## src/rtl/immgen_pipe.sv

```systemverilog
// immgen_pipe: per-lane RV32 immediate/format decoder feeding a 2-entry
// skid FIFO of decoded beats (raw instructions are never stored).
// Optional feature macro: IMMGEN_PIPE_FPU_EN adds FLOAD/FSTORE/OP-FP/FBRANCH.
module immgen_pipe #(
    parameter int unsigned LANES = 2,
    parameter int unsigned ILEN  = 32
) (
    input  logic                    clk,
    input  logic                    rstn,
    input  logic                    flush,
    input  logic                    in_valid,
    output logic                    in_ready,
    input  logic [LANES*ILEN-1:0]   in_instr,
    input  logic [LANES-1:0]        in_lane_valid,
    output logic                    out_valid,
    input  logic                    out_ready,
    output logic [LANES*ILEN-1:0]   out_imm,
    output logic [LANES*3-1:0]      out_fmt,
    output logic [LANES-1:0]        out_illegal,
    output logic [LANES-1:0]        out_lane_valid
);

    localparam int unsigned FW    = 3;
    localparam int unsigned DW    = ILEN + FW + 1;
    localparam int unsigned DEPTH = 2;

    localparam logic [FW-1:0] FMT_NONE = 3'd0;
    localparam logic [FW-1:0] FMT_I    = 3'd1;
    localparam logic [FW-1:0] FMT_S    = 3'd2;
    localparam logic [FW-1:0] FMT_B    = 3'd3;
    localparam logic [FW-1:0] FMT_U    = 3'd4;
    localparam logic [FW-1:0] FMT_J    = 3'd5;

    localparam logic [6:0] OPC_LUI    = 7'b0110111;
    localparam logic [6:0] OPC_AUIPC  = 7'b0010111;
    localparam logic [6:0] OPC_JAL    = 7'b1101111;
    localparam logic [6:0] OPC_JALR   = 7'b1100111;
    localparam logic [6:0] OPC_LOAD   = 7'b0000011;
    localparam logic [6:0] OPC_OPIMM  = 7'b0010011;
    localparam logic [6:0] OPC_STORE  = 7'b0100011;
    localparam logic [6:0] OPC_BRANCH = 7'b1100011;
    localparam logic [6:0] OPC_OP     = 7'b0110011;
`ifdef IMMGEN_PIPE_FPU_EN
    localparam logic [6:0] OPC_FLOAD   = 7'b0000111;
    localparam logic [6:0] OPC_FSTORE  = 7'b0100111;
    localparam logic [6:0] OPC_OPFP    = 7'b1010011;
    localparam logic [6:0] OPC_FBRANCH = 7'b1100001;
`endif

    // Decode one instruction into {illegal, fmt, imm}.
    function automatic logic [DW-1:0] decode(input logic [ILEN-1:0] i);
        logic [ILEN-1:0] imm;
        logic [FW-1:0]   fmt;
        logic            ill;
        imm = '0;
        fmt = FMT_NONE;
        ill = 1'b0;
        case (i[6:0])
            OPC_LUI, OPC_AUIPC: begin
                fmt = FMT_U;
                imm = {i[31:12], 12'b0};
            end
            OPC_JAL: begin
                fmt = FMT_J;
                imm = {{11{i[31]}}, i[31], i[19:12], i[20], i[30:21], 1'b0};
            end
`ifdef IMMGEN_PIPE_FPU_EN
            OPC_JALR, OPC_LOAD, OPC_OPIMM, OPC_FLOAD: begin
`else
            OPC_JALR, OPC_LOAD, OPC_OPIMM: begin
`endif
                fmt = FMT_I;
                imm = {{20{i[31]}}, i[31:20]};
            end
`ifdef IMMGEN_PIPE_FPU_EN
            OPC_STORE, OPC_FSTORE: begin
`else
            OPC_STORE: begin
`endif
                fmt = FMT_S;
                imm = {{20{i[31]}}, i[31:25], i[11:7]};
            end
`ifdef IMMGEN_PIPE_FPU_EN
            OPC_BRANCH, OPC_FBRANCH: begin
`else
            OPC_BRANCH: begin
`endif
                fmt = FMT_B;
                imm = {{19{i[31]}}, i[31], i[7], i[30:25], i[11:8], 1'b0};
            end
`ifdef IMMGEN_PIPE_FPU_EN
            OPC_OP, OPC_OPFP: begin
`else
            OPC_OP: begin
`endif
                fmt = FMT_NONE;
            end
            default: begin
                ill = 1'b1;
            end
        endcase
        return {ill, fmt, imm};
    endfunction

    logic [LANES*ILEN-1:0] dec_imm;
    logic [LANES*FW-1:0]   dec_fmt;
    logic [LANES-1:0]      dec_ill;
    logic [DW-1:0]         dec_word;

    logic [LANES*ILEN-1:0] imm_q   [DEPTH];
    logic [LANES*FW-1:0]   fmt_q   [DEPTH];
    logic [LANES-1:0]      ill_q   [DEPTH];
    logic [LANES-1:0]      lv_q    [DEPTH];

    logic [1:0] count_q, count_d;
    logic       wr_ptr_q, wr_ptr_d;
    logic       rd_ptr_q, rd_ptr_d;
    logic       ready_q, ready_d;
    logic       valid_q, valid_d;
    logic       push, pop;

    // Input-side decode of every lane; empty lanes are forced to a null result.
    always_comb begin
        dec_imm  = '0;
        dec_fmt  = '0;
        dec_ill  = '0;
        dec_word = '0;
        for (int l = 0; l < int'(LANES); l++) begin
            dec_word = decode(in_instr[l*ILEN +: ILEN]);
            if (in_lane_valid[l]) begin
                dec_imm[l*ILEN +: ILEN] = dec_word[ILEN-1:0];
                dec_fmt[l*FW +: FW]     = dec_word[ILEN +: FW];
                dec_ill[l]              = dec_word[DW-1];
            end
        end
    end

    assign push = in_valid && ready_q;
    assign pop  = valid_q && out_ready;

    // FIFO occupancy/pointer next state; flush wins over push and pop.
    always_comb begin
        count_d  = count_q;
        wr_ptr_d = wr_ptr_q;
        rd_ptr_d = rd_ptr_q;
        if (flush) begin
            count_d  = 2'd0;
            wr_ptr_d = 1'b0;
            rd_ptr_d = 1'b0;
        end else begin
            if (push) wr_ptr_d = ~wr_ptr_q;
            if (pop)  rd_ptr_d = ~rd_ptr_q;
            case ({push, pop})
                2'b10:   count_d = count_q + 2'd1;
                2'b01:   count_d = count_q - 2'd1;
                default: count_d = count_q;
            endcase
        end
        ready_d = (count_d != 2'd2);
        valid_d = (count_d != 2'd0);
    end

    // State registers and decoded-beat storage.
    always_ff @(posedge clk or negedge rstn) begin
        if (!rstn) begin
            count_q  <= 2'd0;
            wr_ptr_q <= 1'b0;
            rd_ptr_q <= 1'b0;
            ready_q  <= 1'b1;
            valid_q  <= 1'b0;
            for (int e = 0; e < int'(DEPTH); e++) begin
                imm_q[e] <= '0;
                fmt_q[e] <= '0;
                ill_q[e] <= '0;
                lv_q[e]  <= '0;
            end
        end else begin
            count_q  <= count_d;
            wr_ptr_q <= wr_ptr_d;
            rd_ptr_q <= rd_ptr_d;
            ready_q  <= ready_d;
            valid_q  <= valid_d;
            if (push && !flush) begin
                imm_q[wr_ptr_q] <= dec_imm;
                fmt_q[wr_ptr_q] <= dec_fmt;
                ill_q[wr_ptr_q] <= dec_ill;
                lv_q[wr_ptr_q]  <= in_lane_valid;
            end
        end
    end

    assign in_ready       = ready_q;
    assign out_valid      = valid_q;
    assign out_imm        = imm_q[rd_ptr_q];
    assign out_fmt        = fmt_q[rd_ptr_q];
    assign out_illegal    = ill_q[rd_ptr_q];
    assign out_lane_valid = lv_q[rd_ptr_q];

endmodule

```

## config.mk

```make
export PLATFORM = sky130hd
export DESIGN_NAME = immgen_pipe
export DESIGN_NICKNAME = d
export VERILOG_FILES = /design/src/rtl/immgen_pipe.sv
export SDC_FILE = /design/constraint.sdc
export NUM_CORES = 1
export LEC_CHECK = 0
export CAP_MARGIN = 20
export CORE_UTILIZATION = 56
export CTS_CLUSTER_DIAMETER = 80
export DETAILED_ROUTE_END_ITERATION = 8
export PLACE_DENSITY_LB_ADDON = 0.25
export SYNTH_ARGS = -nofsm -noshare
export SYNTH_HDL_FRONTEND = slang
export SYNTH_SLANG_ARGS = --single-unit
```

## constraint.sdc

```tcl
create_clock -name clk -period 5.3 [get_ports clk]
set_clock_uncertainty 0.2 [all_clocks]
set_input_delay 0.53 -clock clk [delete_from_list [all_inputs] [get_ports clk]]
set_output_delay 0.53 -clock clk [all_outputs]
set_load 0.02 [all_outputs]
```

* Yosys cells after proc, flatten, opt, wreduce, memory -nomap -nowiden
Index checks and enable logic that the tools add are counted.
** Cells by class
- Add/subtract/negate cells :: 2
- Bitwise operators :: 4
- $lt $le $gt $ge :: 3
- Reduce and logical (&&, ||, !) cells :: 14
- Muxes and demuxes :: 40
- Equal/unequal tests :: 21
** Operators by type and width (count)
- $pmux 32 s5 :: 2
- $mux 64 :: 4
- $bwmux 128 :: 1
- $demux 64 s1 :: 1
- $mux 32 :: 2
- $eq 7x6->1 const B :: 6
- $eq 7x7->1 const B :: 6
- $pmux 3 s5 :: 2
- $eq 7x5->1 const B :: 4
- $mux 6 :: 4
- $reduce_or 9->1 :: 2
- $mux 2 :: 8
- $eq 7x2->1 const B :: 2
- $bwmux 12 :: 1
- $bwmux 4 :: 2
- $mux 1 :: 8
- $demux 6 s1 :: 1
- $mux 3 :: 2
- $reduce_bool 2->1 :: 3
- $reduce_or 3->1 :: 2
- $ge 2x2->1 const B :: 2
- $logic_and 1x1->1 :: 4
- $not 1->2 :: 2
- $pmux 2 s2 :: 1
- other kinds (10) :: 12
** Word-level totals
- Output and inout port bits :: 76
- Word-level logic and storage cells :: 97
- Bits of input ports :: 71
- Bits in registers :: 154

* Longest topological paths before layout
Gate-level depths: netlist of the first run.
- Depth after elaboration :: 6
- Gate-level depth with buffers :: 7
- Mapped depth without buffers :: 7

* Worst setup path before layout of the first run
No wires, ideal clock.
- Kind :: register to output
- Start point :: register rd_ptr_q
- End point :: output port out_imm[11]
- Arrival :: 1.282 ns
- Setup slack :: 3.288 ns
- Cell stages (with the launch flop) :: 4
- Required time :: 4.570 ns
- Buffers on the path :: 2
- Cells stage by stage :: dfrtp_1 clkbuf_1 buf_2 mux2_2
** On the way
- Word-level cells in the longest chain between the ends :: 4
** Ends and longest elaborated chain
- start: declaration :: line 117 : logic rd_ptr_q, rd_ptr_d;
- start signal: assignment :: line 180 : rd_ptr_q <= rd_ptr_d;
- $not 1->2 (not written as such) :: line 194 : assign out_imm = imm_q[rd_ptr_q];
- $mux 64 (not written as such) (3 in series) :: line 194
- end: declaration :: line 17 : output logic [LANES*ILEN-1:0] out_imm,
Every way passes these cells. The select of a mux whose other input is x is not followed.

* Final worst setup path of the first run
- Start point :: register rd_ptr_q
- End point :: output port out_lane_valid[1]
** On the way
- Word-level cells in the longest chain between the ends :: 4
** Ends and longest elaborated chain
- $not 1->2 (not written as such) :: line 197 : assign out_lane_valid = lv_q[rd_ptr_q];
- $mux 2 (not written as such) (3 in series) :: line 197
- end: declaration :: line 20 : output logic [LANES-1:0] out_lane_valid
Every way passes these cells. The select of a mux whose other input is x is not followed.

==> impl_metrics.ini, run 1 <==
[clocking]
worst_setup_hold_path_clk_slew_ps = 60
root_buffer = sky130_fd_sc_hd__clkbuf_16
buffers_from_clock_root_to_sink_at_most = 2
cts_htree_levels = 4
number_of_cts_inserted_buffers = 17
numClockSinks = 154
postCtsSetupRepairBufs = 0
cts_resized = 0
cts_hold_buf = 0
clk_latency_worst_skew_pair_ps = 420
tritoncts_clock_tree = yes

[logic_synthesis]
synth_top_cells_by_count = sky130_fd_sc_hd__dfrtp_1 (153), sky130_fd_sc_hd__nand2_1 (146), sky130_fd_sc_hd__o21ai_0 (84)
syn-cell-area_mm2 = 0.00724
postSynth.topFlopCell = sky130_fd_sc_hd__dfrtp_1
syn-mean-instance-area_um2 = 10.4
synth_async_sr_flop_share_pct = 100
synth.yosys.seq_area_share_pct = 53.3
yosysWarningCount = 0
yosysTopAreaCell = sky130_fd_sc_hd__dfrtp_1
postSynthNetCount = 765
synth.most_common_cell = sky130_fd_sc_hd__dfrtp_1
postSynthCellCount = 693
post_synth_num_cell_types = 51
flops_latches_synth = 154
synthTopCellsByArea = sky130_fd_sc_hd__dfrtp_1 (53%), sky130_fd_sc_hd__mux2_2 (12%), sky130_fd_sc_hd__nand2_1 (7.6%)
netlist.area_leader.share_pct = 52.9
synth-edff-count = 0

[grt]
grtUsageTotal_pct = 29.1
pin_count_of_the_biggest_net_entering_global_routing = 108
initial_antenna_violation_count = 0
grt_pass1_vias = 5913
grt-ovfl-total = 0
grt_pass1_wl_mm = 29.7

[final_layout]
areaGrowthSynthToFinish_pct = 29.2
multi_input_area_mm2 = 0.00317
post-route-cell-area_mm2 = 0.00935
nNetsFinal = 886
antenna_cells_inserted = 0
nFillCells = 915
final_layout_size_suffix_gt1_share_pct = 15.3
final-seq-area_mm2 = 0.00386

[setup_path]
crit_path_start_kind = flop
r2r.worst_path.cells = 6
worst_setup_path_end_kind = output port
startpoint_to_endpoint_class_of_the_critical_path = reg -> out
critPathRequiredTime_ps = 4570
data_arrival_at_the_endpoint_of_the_critical_path_ps = 2640
critical_path_maximum_fanout = 75

[sta]
peak_clock_frequency_supported_by_timing_mhz = 297
fin_setup_tns_ps = 0
min_period_ps = 3370
maxSlewViolCount = 0
final.hold.worst_slack_ps = 18.6
timing.max_slew.rel_slack_pct = 25.5
timing_worst_slew_pin_value_ps = 1120
period_share_pct = 63.5
setup_viol_count_final = 0
layout_setup_ws_ps = 1930
report.final.hold_viol_count = 0
setup_repair_after_global_routing_missed_its_margin = no

[pwr]
pwr_density_cell_mw_per_mm2 = 333
total_power_mw = 3.11
leakage_nw = 4.22
worst_ir_drop_vdd_uv = 339

[placed_design]
place.port_buffers = 146
placedInstanceArea_mm2 = 0.00874
place.gp.congestion = 0.926
pre_cts_ws_ps = 2280
place.detailed.hpwl_mm = 11.9

[outcome]
status = completed

[route]
remaining_drc_errors = 0
avgViaCountPerCell = 5.97
drt_first_pass_iters = 5
vias = 5950
postRouteAntennaNets = 0
wl_per_cell_um = 18.5
route.final.wire_length_mm = 18.4
first_iter_violations = 541

[floorplan]
fp.dieH_um = 116
initial_core_util_pct = 57.3
design.portCount = 147
die-area_mm2 = 0.0134
placeableCoreArea_mm2 = 0.0126
placement_rows = 41
floorplan.die.width_um = 116

[job]
max_cap_viol_count = 0

[min_path]
hp-class = in -> async
final timing paths:
kind | startpoint | endpoint | slack (ps)
worst max-delay path | rd_ptr_q$_DFFE_PN0P_ | out_lane_valid[1] | 1930
worst min-delay path | rstn | imm_q[19]$_DFFE_PN0P_ | 20
worst max register to register | in_ready$_DFF_PN1_ | imm_q[117]$_DFFE_PN0P_ | 2970
worst min register to register | fmt_q[3]$_DFFE_PN0P_ | fmt_q[3]$_DFFE_PN0P_ | 270
max in group asynchronous | rstn | rd_ptr_q$_DFFE_PN0P_ | 3620
min in group clk | fmt_q[3]$_DFFE_PN0P_ | fmt_q[3]$_DFFE_PN0P_ | 270
power breakdown:
group	switching [mW]	internal, mW
clock	0.452	0.816
combinational	0.269	0.227
sequential	0.100	1.25
routing by layer:
| layer | vias to the layer above | share of wire [%] | track usage [%] |
|---|---|---|---|
| met3 | 51 | 6.7 | 6.38 |
| met5 | - | 0 | 0 |
| met4 | 0 | 2.8 | 12.4 |
| met2 | 268 | 49 | 47.4 |
| li1 | 2692 | - | - |
| met1 | 2939 | 41 | 37.9 |
sequential cells by signal, indices dropped and copies added, names as in the netlist:
signal,cells
count_q,2
fmt_q,12
ill_q,4
imm_q,128
in_ready,1
lv_q,4
out_valid,1
rd_ptr_q,1
wr_ptr_q,1
layout make-up:
| class | instances | area share [%] |
|---|---|---|
| Multi-Input combinational cell | 490 | 33.9 |
| Timing Repair Buffer | 149 | 15.9 |
| Clock inverter | 9 | 1.55 |
| Inverter | 2 | 0.0803 |
| Sequential cell | 154 | 41.3 |
| Clock buffer | 21 | 5.03 |
| Tap cell | 172 | 2.30 |
placed cells by master (no fill, tap or decap), types with 4 or more instances in the layout:
cell and n:
sky130_fd_sc_hd__dfrtp_1 152, sky130_fd_sc_hd__mux2_2 75, sky130_fd_sc_hd__a21o_1 20, sky130_fd_sc_hd__clkbuf_16 17
sky130_fd_sc_hd__a22oi_1 5, sky130_fd_sc_hd__nor3_1 5, sky130_fd_sc_hd__a22o_1 44, sky130_fd_sc_hd__bufinv_16 4
sky130_fd_sc_hd__o21ai_0 84, sky130_fd_sc_hd__o21ai_1 25, sky130_fd_sc_hd__nand2_1 145, sky130_fd_sc_hd__nor2_1 15
sky130_fd_sc_hd__clkinv_2 5, sky130_fd_sc_hd__a21oi_1 22, sky130_fd_sc_hd__clkdlybuf4s50_1 145
cell families after synthesis:
family / Yosys count / synth area share [%]
AOI/OAI and AO/OA: 211 / 18.5
buffers and inverters: 49 / 3.11
DFF: 154 / 53.3
and+or+nand+nor: 198 / 12.7
adders and majority gates: 1 / 0.173
xor gates and xnor gates: 5 / 0.605
muxes: 75 / 11.7
worst max-delay path, stage by stage, from the launching register on:
cell and delay (ps):
sky130_fd_sc_hd__dfrtp_4 1130, sky130_fd_sc_hd__mux2_2 430, sky130_fd_sc_hd__clkdlybuf4s50_1 580
stage by stage:
stage	util [%]	std cells
after CTS	74.1	997
after detailed placement	69.2	967
after global routing	74.1	997
after floorplan	-	693
after global placement	69.2	967
final	74.1	997
Power figures use the tool's default switching activity.
==> inputs of run 2 (changes only) <==
--- a/config.mk
+++ b/config.mk
@@ -6,7 +6,7 @@
 export NUM_CORES = 1
 export LEC_CHECK = 0
 export CAP_MARGIN = 20
-export CORE_UTILIZATION = 56
+export CORE_UTILIZATION = 52
 export CTS_CLUSTER_DIAMETER = 80
 export DETAILED_ROUTE_END_ITERATION = 8
 export PLACE_DENSITY_LB_ADDON = 0.25
==> constraint.sdc (replaced) <==
create_clock -name clk -period 3.1 [get_ports clk]
set_clock_uncertainty 0.2 [all_clocks]
set_input_delay 0.31 -clock clk [delete_from_list [all_inputs] [get_ports clk]]
set_output_delay 0.31 -clock clk [all_outputs]
set_load 0.02 [all_outputs]
==> impl_metrics.ini, run 2 (same netlist as run 1, synthesis figures left out) <==
[clocking]
postCtsSetupRepairBufs = 0
worst_setup_hold_path_clk_slew_ps = 60
root_buffer = sky130_fd_sc_hd__clkbuf_16
numClockSinks = 154
tritoncts_clock_tree = yes
clk_latency_worst_skew_pair_ps = 430
number_of_cts_inserted_buffers = 17
buffers_from_clock_root_to_sink_at_most = 2
cts_htree_levels = 4

[floorplan]
die-area_mm2 = 0.0144
placeableCoreArea_mm2 = 0.0134
fp.dieH_um = 120
initial_core_util_pct = 54.0
placement_rows = 42
design.portCount = 147
floorplan.die.width_um = 120

[placed_design]
placed_cells = 979
place.port_buffers = 146
pre_cts_ws_ps = 495
place.gp.congestion = 0.859
placedInstanceArea_mm2 = 0.00884
place.detailed.hpwl_mm = 12.4

[pwr]
p_comb_share_pct = 17.4
sequential_share_of_power_pct = 41.3
netSwitchingPower_mw = 1.47
clockPowerShare_pct = 41.3
power.switching_fraction_pct = 27.2
leakage_nw = 4.27
pwr_density_cell_mw_per_mm2 = 570
worst_ir_drop_vdd_uv = 376
total_power_mw = 5.42
cell_internal_pwr_mw = 3.94

[final_layout]
antenna_cells_inserted = 0
nFillCells = 998
areaGrowthSynthToFinish_pct = 31.2
final_util_pct = 70.8
final_layout_size_suffix_gt1_share_pct = 16.4
largest_reg_flops = 128
most_common_cell_after_layout_fill_and_taps_aside = sky130_fd_sc_hd__dfrtp_1
regMostFlops = imm_q
final_cells = 1012
layout.cells.most_common_list = sky130_fd_sc_hd__dfrtp_1 (152), sky130_fd_sc_hd__nand2_1 (145), sky130_fd_sc_hd__clkdlybuf4s50_1 (145)
nNetsFinal = 895
post-route-cell-area_mm2 = 0.00949
layout_top_registers = imm_q: 128 flops, fmt_q: 12 flops

[setup_path]
critical_path.top_delay_family = buffers and inverters
path_cells = buf_12, mux2_2, clkdlybuf4s50_1
worst_path_largest_cell_delay_ps = 630
worstPathBufferInverterCount = 2
cpMaxStageDelayCell = sky130_fd_sc_hd__dfrtp_4
crit_path_start_kind = flop
critical_path_maximum_fanout = 38
worst_reg2reg_endpoint = imm_q[113]$_DFFE_PN0P_
worstSetupPathDepth = 3
data_arrival_at_the_endpoint_of_the_critical_path_ps = 2340
worst_setup_path_end_kind = output port
critPathRequiredTime_ps = 2590
launch_instance_of_the_worst_register_to_register_path = in_ready$_DFF_PN1_
rrSetupSlack_ps = 860
startpoint_to_endpoint_class_of_the_critical_path = reg -> out
r2r.worst_path.cells = 6

[route]
route.final.wire_length_mm = 18.8
wl_per_cell_um = 18.6
drt_first_pass_iters = 6
postRouteAntennaNets = 0
avgViaCountPerCell = 5.92
remaining_drc_errors = 0
vias = 5992
first_iter_violations = 442

[outcome]
status = completed

[grt]
grt_pass1_wl_mm = 30.6
gr_util_met3_pct = 6.37
initial_antenna_violation_count = 0
gr_layer_usage_met2_pct = 45.0
met1_usage_pct = 34.3
pin_count_of_the_biggest_net_entering_global_routing = 101
grtUsageTotal_pct = 27.6
grt.busiest_layer = met2
grt-ovfl-total = 0
grt_pass1_vias = 6203

[sta]
min_period_ps = 2850
timing_worst_slew_pin_value_ps = 1070
maxSlewViolCount = 0
layout_setup_ws_ps = 250
fin_setup_tns_ps = 0
final.hold.worst_slack_ps = 273
setup_viol_count_final = 0
setup_repair_after_global_routing_missed_its_margin = no
timing.max_slew.rel_slack_pct = 28.6
report.final.hold_viol_count = 0
period_share_pct = 91.9
peak_clock_frequency_supported_by_timing_mhz = 351

[min_path]
number_of_stages_on_the_worst_hold_path = 2
worst_hold_path.endpoint = imm_q[36]$_DFFE_PN0P_
min-delay-start = imm_q[36]$_DFFE_PN0P_
hp-class = reg -> reg

[job]
max_cap_viol_count = 0
run 2: cell count changes in the layout (fill, tap and decap cells not counted), sizes merged:
cell and change:
clkinv -1, clkbuf -2, dlygate4sd3 +1, inv +2
buf +8, clkinvlp +3
run 2: routing by layer:
| metal | wire [um] | up-vias |
|---|---|---|
| li1 | - | 2712 |
| met1 | 7860 | 2983 |
| met2 | 9370 | 234 |
| met3 | 1020 | 63 |
| met4 | 605 | 0 |
| met5 | 0 | - |
run 2: what timing repair did:
action	in CTS	in global routing
endpoints found under the hold margin	85	0
hold buffers	1	0
resized for setup	0	0
run 2: power groups by stage:
stage	combinational [mW]	clock, mW	sequential, mW
6_report	0.944	2.24	2.24
5_1_grt	1.02	2.37	2.25
4_1_cts	0.947	2.26	2.24
3_5_place_dp	0.936	0	2.27
3_3_place_gp	0.918	0	2.26
2_1_floorplan	0.551	0	2.23
run 2: how the worst max path moves through the flow:
stage | endpoint | slack, ps | from
2_1_floorplan | imm_q[107]$_DFFE_PN0P_ | 1140 | in_ready$_DFF_PN1_
3_3_place_gp | imm_q[64]$_DFFE_PN0P_ | 590 | in_instr[5]
3_5_place_dp | imm_q[0]$_DFFE_PN0P_ | 490 | in_instr[5]
4_1_cts | out_imm[34] | 240 | rd_ptr_q$_DFFE_PN0P_
5_1_grt | out_imm[34] | 180 | rd_ptr_q$_DFFE_PN0P_
6_report | out_imm[25] | 250 | rd_ptr_q$_DFFE_PN0P_
run 2: area by class of cell:
cell class / instances / area (um2) / share of cell area [%]
inverters: 2 / 7.51 / 0.0791
repair buffers: 158 / 1590 / 16.8
well taps: 176 / 220 / 2.32
multi-input cells: 490 / 3170 / 33.4
clock inverters: 13 / 191 / 2.02
clock buffers: 19 / 453 / 4.77
flip-flops and latches: 154 / 3860 / 40.6
run 2: worst min-delay path, stage by stage (launching register included):
cell	delay, ps
sky130_fd_sc_hd__dfrtp_1	340
sky130_fd_sc_hd__nand2_1	40
sky130_fd_sc_hd__o21ai_0	60
==> inputs of run 3 (changes only) <==
--- a/config.mk
+++ b/config.mk
@@ -6,10 +6,14 @@
 export NUM_CORES = 1
 export LEC_CHECK = 0
 export CAP_MARGIN = 20
-export CORE_UTILIZATION = 52
+export CELL_PAD_IN_SITES_DETAIL_PLACEMENT = 1
+export CELL_PAD_IN_SITES_GLOBAL_PLACEMENT = 1
+export CORE_UTILIZATION = 40
 export CTS_CLUSTER_DIAMETER = 80
+export CTS_CLUSTER_SIZE = 30
 export DETAILED_ROUTE_END_ITERATION = 8
 export PLACE_DENSITY_LB_ADDON = 0.25
+export SLEW_MARGIN = 20
 export SYNTH_ARGS = -nofsm -noshare
 export SYNTH_HDL_FRONTEND = slang
 export SYNTH_SLANG_ARGS = --single-unit
==> impl_metrics.ini, run 3 (same netlist as run 1, synthesis figures left out) <==
[grt]
grtUsageTotal_pct = 24.9
initial_antenna_violation_count = 0
grt_pass1_vias = 6596
grt_pass1_wl_mm = 35.2
pin_count_of_the_biggest_net_entering_global_routing = 101
grt-ovfl-total = 0

[placed_design]
pre_cts_ws_ps = 463
place.detailed.hpwl_mm = 14.6
place.port_buffers = 146
place.gp.congestion = 0.874

[clocking]
tritoncts_clock_tree = yes
numClockSinks = 154
cts_htree_levels = 4
postCtsSetupRepairBufs = 0
root_buffer = sky130_fd_sc_hd__clkbuf_16
cts_resized = 0
cts_hold_buf = 1
worst_setup_hold_path_clk_slew_ps = 60
number_of_cts_inserted_buffers = 17
buffers_from_clock_root_to_sink_at_most = 2
clk_latency_worst_skew_pair_ps = 430

[pwr]
cell_internal_pwr_mw = 4.01
worst_ir_drop_vdd_uv = 398
sequential_share_of_power_pct = 40.8
total_power_mw = 5.49
p_comb_share_pct = 18.0
clockPowerShare_pct = 41.2
netSwitchingPower_mw = 1.47
pwr_density_cell_mw_per_mm2 = 572
power.switching_fraction_pct = 26.9
leakage_nw = 4.30

[final_layout]
areaGrowthSynthToFinish_pct = 32.5
layout_top_registers = imm_q: 128 flops, fmt_q: 12 flops
nFillCells = 1886
most_common_cell_after_layout_fill_and_taps_aside = sky130_fd_sc_hd__dfrtp_1
layout.cells.most_common_list = sky130_fd_sc_hd__dfrtp_1 (152), sky130_fd_sc_hd__nand2_1 (145), sky130_fd_sc_hd__clkdlybuf4s50_1 (145)
final-seq-area_mm2 = 0.00386
antenna_cells_inserted = 0
final_layout_size_suffix_gt1_share_pct = 16.5
nNetsFinal = 897
largest_reg_flops = 128
regMostFlops = imm_q
multi_input_area_mm2 = 0.00317

[setup_path]
critPathRequiredTime_ps = 2590
worstPathBufferInverterCount = 2
critical_path_maximum_fanout = 23
path_cells = buf_4, mux2_2, clkdlybuf4s50_1
worst_setup_path_end_kind = output port
crit_path_start_kind = flop
critical_path.top_delay_family = buffers and inverters
startpoint_to_endpoint_class_of_the_critical_path = reg -> out
data_arrival_at_the_endpoint_of_the_critical_path_ps = 2390
cpMaxStageDelayCell = sky130_fd_sc_hd__dfrtp_4
worst_path_largest_cell_delay_ps = 670

[sta]
period_share_pct = 93.7
min_period_ps = 2900
setup_repair_after_global_routing_missed_its_margin = no
report.final.hold_viol_count = 0
timing_worst_slew_pin_value_ps = 944
setup_viol_count_final = 0
peak_clock_frequency_supported_by_timing_mhz = 344
fin_setup_tns_ps = 0
timing.max_slew.rel_slack_pct = 37.0
maxSlewViolCount = 0
layout_setup_ws_ps = 195

[floorplan]
die-area_mm2 = 0.0186
initial_core_util_pct = 41.4
design.portCount = 147
floorplan.die.width_um = 137
placement_rows = 48
placeableCoreArea_mm2 = 0.0175
fp.dieH_um = 137

[outcome]
status = completed

[route]
vias = 5876
wl_per_cell_um = 20.1
avgViaCountPerCell = 5.53
route.final.wire_length_mm = 21.4
postRouteAntennaNets = 0
remaining_drc_errors = 0
drt_first_pass_iters = 4
first_iter_violations = 262

[job]
max_cap_viol_count = 0

[min_path]
hp-class = reg -> reg
## run 3: layout make-up
cell class | count | area share (%)
sequential | 154 | 40.2
tap | 225 | 2.94
clock buffer | 19 | 4.62
multi-input combinational | 490 | 33.0
inverter | 2 | 0.0783
timing repair buffer | 160 | 17.0
clock inverter | 13 | 2.07
## run 3: layer usage
| layer | track usage, % | part of all wire [%] | vias up |
|---|---|---|---|
| met1 | 30.7 | 43 | 2986 |
| met3 | 5.22 | 4.4 | 33 |
| met2 | 42.9 | 51 | 129 |
| met5 | 0 | 0 | - |
| li1 | - | - | 2728 |
| met4 | 8.83 | 2.0 | 0 |
## run 3: per-stage QoR
stage	util (%)	instance area, um2	std cells	hold slack (ps)
final	54.9	9590	1063	277
after global routing	54.9	9590	1063	298
after CTS	54.8	9570	1062	279
after detailed placement	51.0	8920	1029	263
after global placement	51.0	8920	1029	255
after floorplan	-	7240	693	-186
## run 3: worst paths after layout
| kind | startpoint | to | slack, ps | cells after the start |
|---|---|---|---|---|
| max in group asynchronous | rstn | imm_q[119]$_DFFE_PN0P_ | 1510 | 3 |
| max reg2reg | in_ready$_DFF_PN1_ | imm_q[119]$_DFFE_PN0P_ | 920 | 4 |
| min in group asynchronous | rstn | imm_q[83]$_DFFE_PN0P_ | 340 | 2 |
| min | imm_q[99]$_DFFE_PN0P_ | imm_q[99]$_DFFE_PN0P_ | 280 | 2 |
| min reg2reg | imm_q[99]$_DFFE_PN0P_ | imm_q[99]$_DFFE_PN0P_ | 280 | 2 |
| max | rd_ptr_q$_DFFE_PN0P_ | out_imm[57] | 200 | 3 |
## run 3: worst min-delay path: cells and delay by family (launching register included)
kind / cells / cell delay, ps
flip-flops: 1 / 340
AO/OA/AOI/OAI: 1 / 60
AND/OR/NAND/NOR: 1 / 50
## run 3: power groups by stage
stage                     Clock (mW)  Combinational [mW]  Sequential (mW)
after floorplan                    0               0.551             2.23
after global placement             0               0.951             2.26
after detailed placement           0               0.978             2.28
after CTS                       2.31               0.989             2.24
after global routing            2.38                1.07             2.26
final                           2.26               0.989             2.24
